<file path="config.mk">
export PLATFORM = sky130hd
export DESIGN_NAME = adam_spi_target
export DESIGN_NICKNAME = d
export VERILOG_FILES = /design/src/rtl/adam_spi_target_pkg.sv /design/src/rtl/adam_spi_target_sync.sv /design/src/rtl/adam_spi_target.sv
export SDC_FILE = /design/constraint.sdc
export NUM_CORES = 1
export LEC_CHECK = 0
export CAP_MARGIN = 0
export CORE_UTILIZATION = 55
export DETAILED_ROUTE_END_ITERATION = 12
export PLACE_DENSITY_LB_ADDON = 0.2
export RECOVER_POWER = 100
export SLEW_MARGIN = 20
export SYNTH_ARGS = -nofsm -noshare
export SYNTH_HDL_FRONTEND = slang
export SYNTH_HIERARCHICAL = 1
export SYNTH_SLANG_ARGS = --single-unit
</file>
<file path="constraint.sdc">
create_clock -name clk -period 3.6 [get_ports clk]
set_clock_uncertainty 0.2 [all_clocks]
set_input_delay 0.72 -clock clk [delete_from_list [all_inputs] [get_ports clk]]
set_output_delay 0.72 -clock clk [all_outputs]
set_load 0.005 [all_outputs]
</file>
<file path="src/rtl/adam_spi_target_pkg.sv">
`default_nettype none
// ============================================================================
// Module      : adam_spi_target_pkg
// Description : Shared types and helpers for the adam_spi_target SPI target:
//               transfer state encoding and sample-edge selection.
// Revision    : 1.0 - initial release
// ============================================================================
package adam_spi_target_pkg;

    // Transfer state: IDLE while deselected, ACTIVE while ss is held low
    typedef enum logic [0:0] {
        IDLE   = 1'b0,
        ACTIVE = 1'b1
    } state_t;

    // Data is sampled on the rising sck edge when CPOL matches CPHA,
    // otherwise on the falling edge; the other edge shifts.
    function automatic logic sample_on_rise(input int cpol, input int cpha);
        return (cpol == cpha);
    endfunction

endpackage
`default_nettype wire

</file>
<file path="src/rtl/adam_spi_target_sync.sv">
`default_nettype none
// ============================================================================
// Module      : adam_spi_target_sync
// Description : Two-flop synchronizer bringing an SPI pin into the clk domain.
//               RESET_VAL sets the level both flops take during reset so the
//               pin appears idle as soon as reset is released.
// Revision    : 1.0 - initial release
// ============================================================================
module adam_spi_target_sync #(
    parameter logic RESET_VAL = 1'b0
) (
    input  logic clk,
    input  logic rst,
    input  logic d,
    output logic q
);

    logic r_meta;
    logic r_sync;

    // Two back-to-back flops to settle metastability on the asynchronous pin
    always_ff @(posedge clk or posedge rst) begin
        if (rst) begin
            r_meta <= RESET_VAL;
            r_sync <= RESET_VAL;
        end else begin
            r_meta <= d;
            r_sync <= r_meta;
        end
    end

    assign q = r_sync;

endmodule
`default_nettype wire

</file>
<file path="src/rtl/adam_spi_target.sv">
`default_nettype none
// ============================================================================
// Module      : adam_spi_target
// Description : SPI target (slave) with single-entry TX buffer and single
//               RX holding register. All SPI pins are synchronized into clk;
//               spi_sck must run at clk/8 or slower.
//               Optional macro ADAM_SPI_TARGET_STATUS_EN adds sticky
//               overrun/underrun flags and a status_clr input.
// Revision    : 1.0 - initial release
// ============================================================================
module adam_spi_target
    import adam_spi_target_pkg::*;
#(
    parameter int DATA_WIDTH = 8,
    parameter int CPOL       = 0,
    parameter int CPHA       = 0,
    parameter int MSB_FIRST  = 1
) (
    input  logic                  clk,
    input  logic                  rst,
    input  logic                  spi_sck,
    input  logic                  spi_ss,
    input  logic                  spi_mosi,
    output logic                  spi_miso,
    output logic                  spi_miso_oe,
    input  logic [DATA_WIDTH-1:0] tx_data,
    input  logic                  tx_valid,
    output logic                  tx_ready,
    output logic [DATA_WIDTH-1:0] rx_data,
    output logic                  rx_valid,
    input  logic                  rx_ready,
    output logic                  busy
`ifdef ADAM_SPI_TARGET_STATUS_EN
    ,
    output logic                  overrun,
    output logic                  underrun,
    input  logic                  status_clr
`endif
);

    localparam int                c_CNT_W          = $clog2(DATA_WIDTH);
    localparam logic [c_CNT_W-1:0] c_LAST_BIT      = c_CNT_W'(DATA_WIDTH - 1);
    localparam logic              c_SAMPLE_RISE    = sample_on_rise(CPOL, CPHA);
    localparam logic              c_DRIVE_ON_ENTRY = (CPHA == 0);

    // Synchronized pins and their one-cycle-delayed copies for edge detection
    logic w_sck_s, w_ss_s, w_mosi_s;
    logic r_sck_d, r_ss_d;

    logic w_sck_rise, w_sck_fall, w_ss_fall, w_ss_rise;
    logic w_sample_edge, w_shift_edge;

    state_t r_state, w_state_nxt;
    logic   w_enter, w_leave, w_run;
    logic   w_sample, w_shift, w_word_done, w_load, w_tx_hs;

    logic [DATA_WIDTH-1:0] r_tx_buf;
    logic                  r_tx_full;
    logic [DATA_WIDTH-1:0] r_tx_shift;
    logic                  r_miso;
    logic [DATA_WIDTH-1:0] w_tx_word_in, w_drv_src, w_drv_rest;
    logic                  w_drv_bit;

    logic [DATA_WIDTH-2:0] r_rx_part;
    logic [DATA_WIDTH-2:0] w_rx_part_nxt;
    logic [DATA_WIDTH-1:0] w_rx_word;
    logic [c_CNT_W-1:0]    r_bit_cnt;
    logic [DATA_WIDTH-1:0] r_rx_data;
    logic                  r_rx_valid;

    adam_spi_target_sync #(.RESET_VAL(CPOL != 0)) u_sync_sck (
        .clk (clk),
        .rst (rst),
        .d   (spi_sck),
        .q   (w_sck_s)
    );

    adam_spi_target_sync #(.RESET_VAL(1'b1)) u_sync_ss (
        .clk (clk),
        .rst (rst),
        .d   (spi_ss),
        .q   (w_ss_s)
    );

    adam_spi_target_sync #(.RESET_VAL(1'b0)) u_sync_mosi (
        .clk (clk),
        .rst (rst),
        .d   (spi_mosi),
        .q   (w_mosi_s)
    );

    // Previous synchronized levels of sck and ss for edge detection
    always_ff @(posedge clk or posedge rst) begin
        if (rst) begin
            r_sck_d <= (CPOL != 0);
            r_ss_d  <= 1'b1;
        end else begin
            r_sck_d <= w_sck_s;
            r_ss_d  <= w_ss_s;
        end
    end

    assign w_sck_rise    = w_sck_s & ~r_sck_d;
    assign w_sck_fall    = ~w_sck_s & r_sck_d;
    assign w_ss_fall     = ~w_ss_s & r_ss_d;
    assign w_ss_rise     = w_ss_s & ~r_ss_d;
    assign w_sample_edge = c_SAMPLE_RISE ? w_sck_rise : w_sck_fall;
    assign w_shift_edge  = c_SAMPLE_RISE ? w_sck_fall : w_sck_rise;

    // State register
    always_ff @(posedge clk or posedge rst) begin
        if (rst) begin
            r_state <= IDLE;
        end else begin
            r_state <= w_state_nxt;
        end
    end

    // Next-state logic with entry/exit strobes
    always_comb begin
        w_state_nxt = r_state;
        w_enter     = 1'b0;
        w_leave     = 1'b0;
        case (r_state)
            IDLE: begin
                if (w_ss_fall) begin
                    w_state_nxt = ACTIVE;
                    w_enter     = 1'b1;
                end
            end
            ACTIVE: begin
                if (w_ss_rise) begin
                    w_state_nxt = IDLE;
                    w_leave     = 1'b1;
                end
            end
            default: w_state_nxt = IDLE;
        endcase
    end

    // sck edges count only while selected; a deselect wins over a coincident edge
    assign w_run       = (r_state == ACTIVE) && !w_ss_rise;
    assign w_sample    = w_run & w_sample_edge;
    assign w_shift     = w_run & w_shift_edge;
    assign w_word_done = w_sample && (r_bit_cnt == c_LAST_BIT);
    assign w_load      = w_enter | w_word_done;
    assign w_tx_hs     = tx_valid & ~r_tx_full;

    // An empty buffer at word start sends all-ones
    assign w_tx_word_in = r_tx_full ? r_tx_buf : {DATA_WIDTH{1'b1}};
    assign w_drv_src    = w_enter ? w_tx_word_in : r_tx_shift;

    generate
        if (MSB_FIRST != 0) begin : g_msb_first
            assign w_drv_bit     = w_drv_src[DATA_WIDTH-1];
            assign w_drv_rest    = {w_drv_src[DATA_WIDTH-2:0], 1'b1};
            assign w_rx_word     = {r_rx_part, w_mosi_s};
            assign w_rx_part_nxt = w_rx_word[DATA_WIDTH-2:0];
        end else begin : g_lsb_first
            assign w_drv_bit     = w_drv_src[0];
            assign w_drv_rest    = {1'b1, w_drv_src[DATA_WIDTH-1:1]};
            assign w_rx_word     = {w_mosi_s, r_rx_part};
            assign w_rx_part_nxt = w_rx_word[DATA_WIDTH-1:1];
        end
    endgenerate

    // Single-entry TX buffer: accept when empty, empty when loaded into the shifter
    always_ff @(posedge clk or posedge rst) begin
        if (rst) begin
            r_tx_buf  <= '0;
            r_tx_full <= 1'b0;
        end else if (w_tx_hs) begin
            r_tx_buf  <= tx_data;
            r_tx_full <= 1'b1;
        end else if (w_load) begin
            r_tx_full <= 1'b0;
        end
    end

    // TX shifter: a freshly loaded word presents its first bit on the next shift
    // edge, except in CPHA=0 where the first bit must be out at selection
    always_ff @(posedge clk or posedge rst) begin
        if (rst) begin
            r_tx_shift <= '0;
            r_miso     <= 1'b0;
        end else if (w_leave) begin
            r_miso     <= 1'b0;
        end else if (w_enter && c_DRIVE_ON_ENTRY) begin
            r_miso     <= w_drv_bit;
            r_tx_shift <= w_drv_rest;
        end else if (w_load) begin
            r_tx_shift <= w_tx_word_in;
        end else if (w_shift) begin
            r_miso     <= w_drv_bit;
            r_tx_shift <= w_drv_rest;
        end
    end

    // RX shifter and bit counter; a deselect discards any partial word
    always_ff @(posedge clk or posedge rst) begin
        if (rst) begin
            r_rx_part <= '0;
            r_bit_cnt <= '0;
        end else if (w_leave) begin
            r_rx_part <= '0;
            r_bit_cnt <= '0;
        end else if (w_sample) begin
            r_rx_part <= w_rx_part_nxt;
            r_bit_cnt <= w_word_done ? '0 : r_bit_cnt + c_CNT_W'(1);
        end
    end

    // RX holding register: new word only if the slot is free or being read now
    always_ff @(posedge clk or posedge rst) begin
        if (rst) begin
            r_rx_data  <= '0;
            r_rx_valid <= 1'b0;
        end else if (w_word_done && (!r_rx_valid || rx_ready)) begin
            r_rx_data  <= w_rx_word;
            r_rx_valid <= 1'b1;
        end else if (r_rx_valid && rx_ready) begin
            r_rx_valid <= 1'b0;
        end
    end

`ifdef ADAM_SPI_TARGET_STATUS_EN
    logic w_overrun_set, w_underrun_set;
    logic r_overrun, r_underrun;

    assign w_overrun_set  = w_word_done && r_rx_valid && !rx_ready;
    assign w_underrun_set = w_load && !r_tx_full;

    // Sticky status flags; a new event beats a clear in the same cycle
    always_ff @(posedge clk or posedge rst) begin
        if (rst) begin
            r_overrun  <= 1'b0;
            r_underrun <= 1'b0;
        end else begin
            if (w_overrun_set) begin
                r_overrun <= 1'b1;
            end else if (status_clr) begin
                r_overrun <= 1'b0;
            end
            if (w_underrun_set) begin
                r_underrun <= 1'b1;
            end else if (status_clr) begin
                r_underrun <= 1'b0;
            end
        end
    end

    assign overrun  = r_overrun;
    assign underrun = r_underrun;
`endif

    assign spi_miso_oe = (r_state == ACTIVE);
    assign spi_miso    = r_miso & spi_miso_oe;
    assign busy        = (r_state == ACTIVE);
    assign tx_ready    = ~r_tx_full;
    assign rx_data     = r_rx_data;
    assign rx_valid    = r_rx_valid;

endmodule
`default_nettype wire

</file>
Yosys cells after proc, flatten, opt, wreduce, memory -nomap -nowiden
Cells that the tools add are included.
Storage, ports and cells
  register bits after elaboration: 46
  input bits: 15
  logic and storage cells: 74
Operators by class
  $add $sub $neg: 1
  equal/unequal tests: 2
  muxes and demuxes: 24
  bitwise gates (word level): 16
  reduce and logical (&&, ||, !) cells: 14
Operator list (count)
  $mux 8: 5
  $mux 7: 2
  $mux 1: 13
  $mux 3: 3
  $and 1x1->1: 8
  $not 1->1: 7
  $reduce_bool 2->1: 3
  $reduce_bool 3->1: 2
  $logic_and 1x1->1: 4
  $reduce_and 2->1: 2
  $add 3x1->3 const B: 1
  $eq 3x3->1 const B: 1
  $ne 3x3->1 const B: 1
  $logic_not 1->1: 2
  $pmux 1 s2: 1
  $logic_or 1x1->1: 1
  $or 1x1->1: 1

Longest topological paths before layout
  depth after elaboration: 10
  gate-level depth with buffers: 7
  depth with buffers taken out: 6

Hierarchy
Netlist, hierarchy kept.
Modules (own cells, without submodules)
  adam_spi_target: instances 1, cells each 156, area an instance 1830.5 um^2, sequential area each 1002.2 um^2
  adam_spi_target_sync at u_sync_mosi ...: instances 2, cells each 3, area an instance 53.8 um^2, sequential area each 50.0 um^2
  adam_spi_target_sync at u_sync_ss: instances 1, cells each 3, area an instance 56.3 um^2, sequential area each 52.6 um^2

Worst setup path before layout
Ideal clock, no wire load.
  kind: register to register
  start point: register r_bit_cnt[0]
  end point: register r_rx_data[0] (netlist: rx_data[0])
  library setup time: 0.128 ns
  data arrival time: 1.743 ns
  path slack: 1.529 ns
  stages on the path, launching flop included: 8
  path buffers: 1
  cell sequence: dfrtp_1 > ha_1 > ha_1 > nand3b_4 > or3_1 > nand2b_1 > buf_2 > mux2_1
On the way
  word-level cells in the longest chain between the ends: 3
RTL lines
  from (decl): line adam_spi_target.sv:67  | logic [c_CNT_W-1:0] r_bit_cnt;
  from (signal assigned): line adam_spi_target.sv:209  | r_bit_cnt <= w_word_done ? '0 : r_bit_cnt + c_CNT_W'(1);
  $eq 3x3->1: line adam_spi_target.sv:145  | assign w_word_done = w_sample && (r_bit_cnt == c_LAST_BIT);
  $logic_and 1x1->1: line adam_spi_target.sv:145
  $logic_and 1x1->1: line adam_spi_target.sv:218  | end else if (w_word_done && (!r_rx_valid || rx_ready)) begin
  to (signal assigned): line adam_spi_target.sv:219  | r_rx_data <= w_rx_word;
  to (decl): line adam_spi_target.sv:68  | logic [DATA_WIDTH-1:0] r_rx_data;
No other way between the ends.
A chain may end at the register's enable or synchronous reset.

Worst setup path in the final report
  start point: register u_sync_ss.r_sync (netlist: u_sync_ss/q)
  end point: register r_rx_data[0] (netlist: rx_data[0])
On the way
  word-level cells in the longest chain between the ends: 6
RTL lines
  from (decl): line adam_spi_target_sync.sv:19  | logic r_sync;
  from (signal assigned): line adam_spi_target_sync.sv:28  | r_sync <= r_meta;
  $and 1x1->1: line adam_spi_target.sv:106  | assign w_ss_rise = w_ss_s & ~r_ss_d;
  $logic_not 1->1: line adam_spi_target.sv:142  | assign w_run = (r_state == ACTIVE) && !w_ss_rise;
  $logic_and 1x1->1: line adam_spi_target.sv:142
  $and 1x1->1: line adam_spi_target.sv:143  | assign w_sample = w_run & w_sample_edge;
  $logic_and 1x1->1: line adam_spi_target.sv:145
  $logic_and 1x1->1: line adam_spi_target.sv:218
No other way between the ends.

==> flow_summary.json <==
{
  "antenna_cells": 0,
  "yosysSeqAreaShare_pct": 57.9,
  "slew_viol_final": 0,
  "clockBufferDepth": 2,
  "worstSetupEndpointType": "register",
  "r2r_start": "u_sync_ss/q",
  "remaining_drc_errors": 0,
  "netlist_area_um2": 1990,
  "postLayoutCellArea_um2": 2370,
  "worstMarginPinSlew_ns": 1.27,
  "drt-initial-drc-count": 73,
  "min_to": "u_sync_sck/q",
  "p_clk_share_pct": 24.6,
  "cp-start-kind": "register",
  "synth_fa_ha_area_share_pct": 1.25,
  "relSlewSlack_pct": 15.6,
  "drt_wl_total_um": 3770,
  "peakVddDrop_uv": 414,
  "synth_edf_count": 0,
  "cts_resized": 0,
  "yosys.area_share.simple_pct": 10.9,
  "die_area_um2": 3870,
  "async_flop_share_pct": 100,
  "rsz0062_at_grt": "no",
  "ys_ff_latch": 46,
  "synth_xor_area_share_pct": 0,
  "powerDensity_nw_per_um2": 549,
  "ant_nets": 0,
  "min_period_ns": 2.85,
  "placed_cells_incl_taps": 231,
  "crit_arrival_ns": 2.89,
  "via_per_inst": 5.79,
  "synth_compound_area_share_pct": 12.7,
  "hpwl_um": 2790,
  "p_comb_share_pct": 21.1,
  "dieWidth_um": 62.2,
  "muxShareOfSynthArea_pct": 12.5,
  "min-delay-start": "u_sync_sck/r_meta",
  "track_usage_pct": 22.2,
  "postLayoutSetupSlackWorst_ns": 0.747,
  "cts_max_level": 2,
  "max_freq_mhz": 350,
  "final_nets": 209,
  "fin_tns_setup_ns": 0,
  "gp_congestion": 0.867,
  "hold_viol_final": 0,
  "grt_pass1_wl_um": 6600,
  "synth_flop_cell": "dfrtp_1",
  "portBuffers": 27,
  "final_layout_size_suffix_gt1_share_pct": 9.84,
  "cts_setup_buffers": 0,
  "cp_max_fo": 12,
  "dr.pass1.iters": 4,
  "drv_cap": 0,
  "whs_path_depth": 0,
  "die_h_um": 62.2,
  "initial_utilization_pct": 58.4,
  "r2r_slack_ns": 0.75,
  "crit_required_ns": 3.64,
  "clk_pin_slew_worst_paths_ns": 0.12,
  "syn_nets": 182,
  "synthDistinctLibCells": 35,
  "placed_area_um2": 2290,
  "power.switching_uw": 365,
  "hp-class": "register to register",
  "r2r_end": "rx_data[0]",
  "swShare_pct": 28.1,
  "cts_root_buf": "clkbuf_4",
  "place_ws_ns": 0.793,
  "overflow": 0,
  "vias": 1383,
  "synth_top_family_by_area": "compound AO/OA/AOI/OAI gates",
  "path_class": "register to register",
  "cts.sinks": 46,
  "r2r_cells": 4,
  "syn_to_final_growth_pct": 18.8,
  "boundaryPins": 28,
  "status": "completed",
  "internal_power_uw": 935,
  "antenna_found_initial": 0,
  "finalSetupViolCount": 0,
  "grt_pass1_vias": 1425,
  "core_um2": 3420,
  "finalCritPeriodShare_pct": 79.3,
  "tritoncts": "yes",
  "wire_per_inst_um": 15.8,
  "cts_made_buffers": 5,
  "finalNonFillerCells": 239,
  "synth_warnings": 6,
  "synth_cells": 165,
  "p_seq_share_pct": 54.3,
  "hold_buffers": 0,
  "grt_max_degree": 25,
  "avgSynthCellArea_um2": 12.1,
  "worstSkewPairLatency_ns": 0.35,
  "leakagePower_uw": 0.00117,
  "row_count": 21
}
registers in the layout (all words and copies together), names as in the netlist, 3 cells and up:
name,flops
r_tx_buf,8
r_tx_shift,8
rx_data,8
r_rx_part,7
r_bit_cnt,3
metrics by stage:
stage          power, uW  utilization [%]  hold slack [ns]
2_1_floorplan        895                -            0.131
5_1_grt             1370             69.3            0.177
3_3_place_gp         978             67.1            0.133
6_report            1300             69.3            0.166
4_1_cts             1320             69.6            0.165
3_5_place_dp         997             67.1            0.135
power by group through the flow:
stage               combinational, uW  clock (uW)  sequential [uW]
floorplan                         209           0              686
global placement                  269           0              709
detailed placement                280           0              717
CTS                               283         328              706
global route                      308         345              721
finish                            275         320              706
final cells by class:
type / count / area, um2
flip-flops and latches: 46 / 1150
fillers: 253 / 1050
multi-input cells: 96 / 741
repair buffers: 28 / 274
well taps: 46 / 57.6
inverters: 15 / 56.3
clock buffers: 7 / 55.1
clock inverters: 1 / 30.0
per-layer routing:
metal | GRT usage (%) | share of wire (%) | vias up
li1 | - | - | 638
met1 | 29.1 | 45 | 694
met2 | 35.0 | 49 | 41
met3 | 4.60 | 4.0 | 10
met4 | 11.3 | 2.2 | 0
met5 | 0 | 0 | -
cell usage after synthesis, drive strengths merged, types with 3 or more instances:
cell    number  area [um2]
a221oi       7        61.3
nand2        6        22.5
nand2b       3        18.8
dfstp        3        78.8
buf          6        31.3
o21ai        3        15.0
dfrtp       43        1080
nand3b       3        35.0
a21oi        3        15.0
mux2        16         180
mux2i        7        70.1
nor2        17        63.8
inv         14        52.6
o31ai       14         105
worst max path at each step:
stage,end,slack [ns],startpoint,cells past startpoint
2_1_floorplan,rx_data[0],1.53,r_bit_cnt[0],7
3_3_place_gp,rx_data[6],0.90,u_sync_ss/q,4
3_5_place_dp,rx_data[6],0.79,u_sync_ss/q,4
4_1_cts,rx_data[6],0.76,u_sync_ss/q,4
5_1_grt,r_tx_shift[7],0.53,rst,3
6_report,rx_data[0],0.75,u_sync_ss/q,4
worst max-delay path: stages, from the launching register on:
cell and delay, ns:
dfstp_1 0.62, nor2b_1 0.70, or3_1 0.44, nand2b_1 0.41
mux2_1 0.37
cell usage in the layout (no fill, tap or decap), drive strengths merged, types with 2 or more instances in the layout:
| cell | n |
|---|---|
| o21ai | 3 |
| and2 | 2 |
| inv | 14 |
| a21oi | 3 |
| mux2i | 7 |
| nand2b | 3 |
| o31ai | 14 |
| nor2 | 17 |
| clkdlybuf4s50 | 10 |
| dlygate4sd3 | 17 |
| mux2 | 16 |
| or3 | 2 |
| clkbuf | 8 |
| dfstp | 3 |
| nand2 | 6 |
| a221oi | 7 |
| nor2b | 2 |
| ha | 2 |
| nand3b | 3 |
| dfrtp | 43 |
cells by family (layout without fill, tap and decap cells):
logic type / after synthesis / count (layout)
adders and majority gates: 2 / 2
buffers and inverters: 23 / 51
DFF: 46 / 46
AOI/OAI and AO/OA: 32 / 32
muxes: 23 / 23
and+or+nand+nor: 39 / 39
Note: power is estimated with default switching activity, not from simulation.
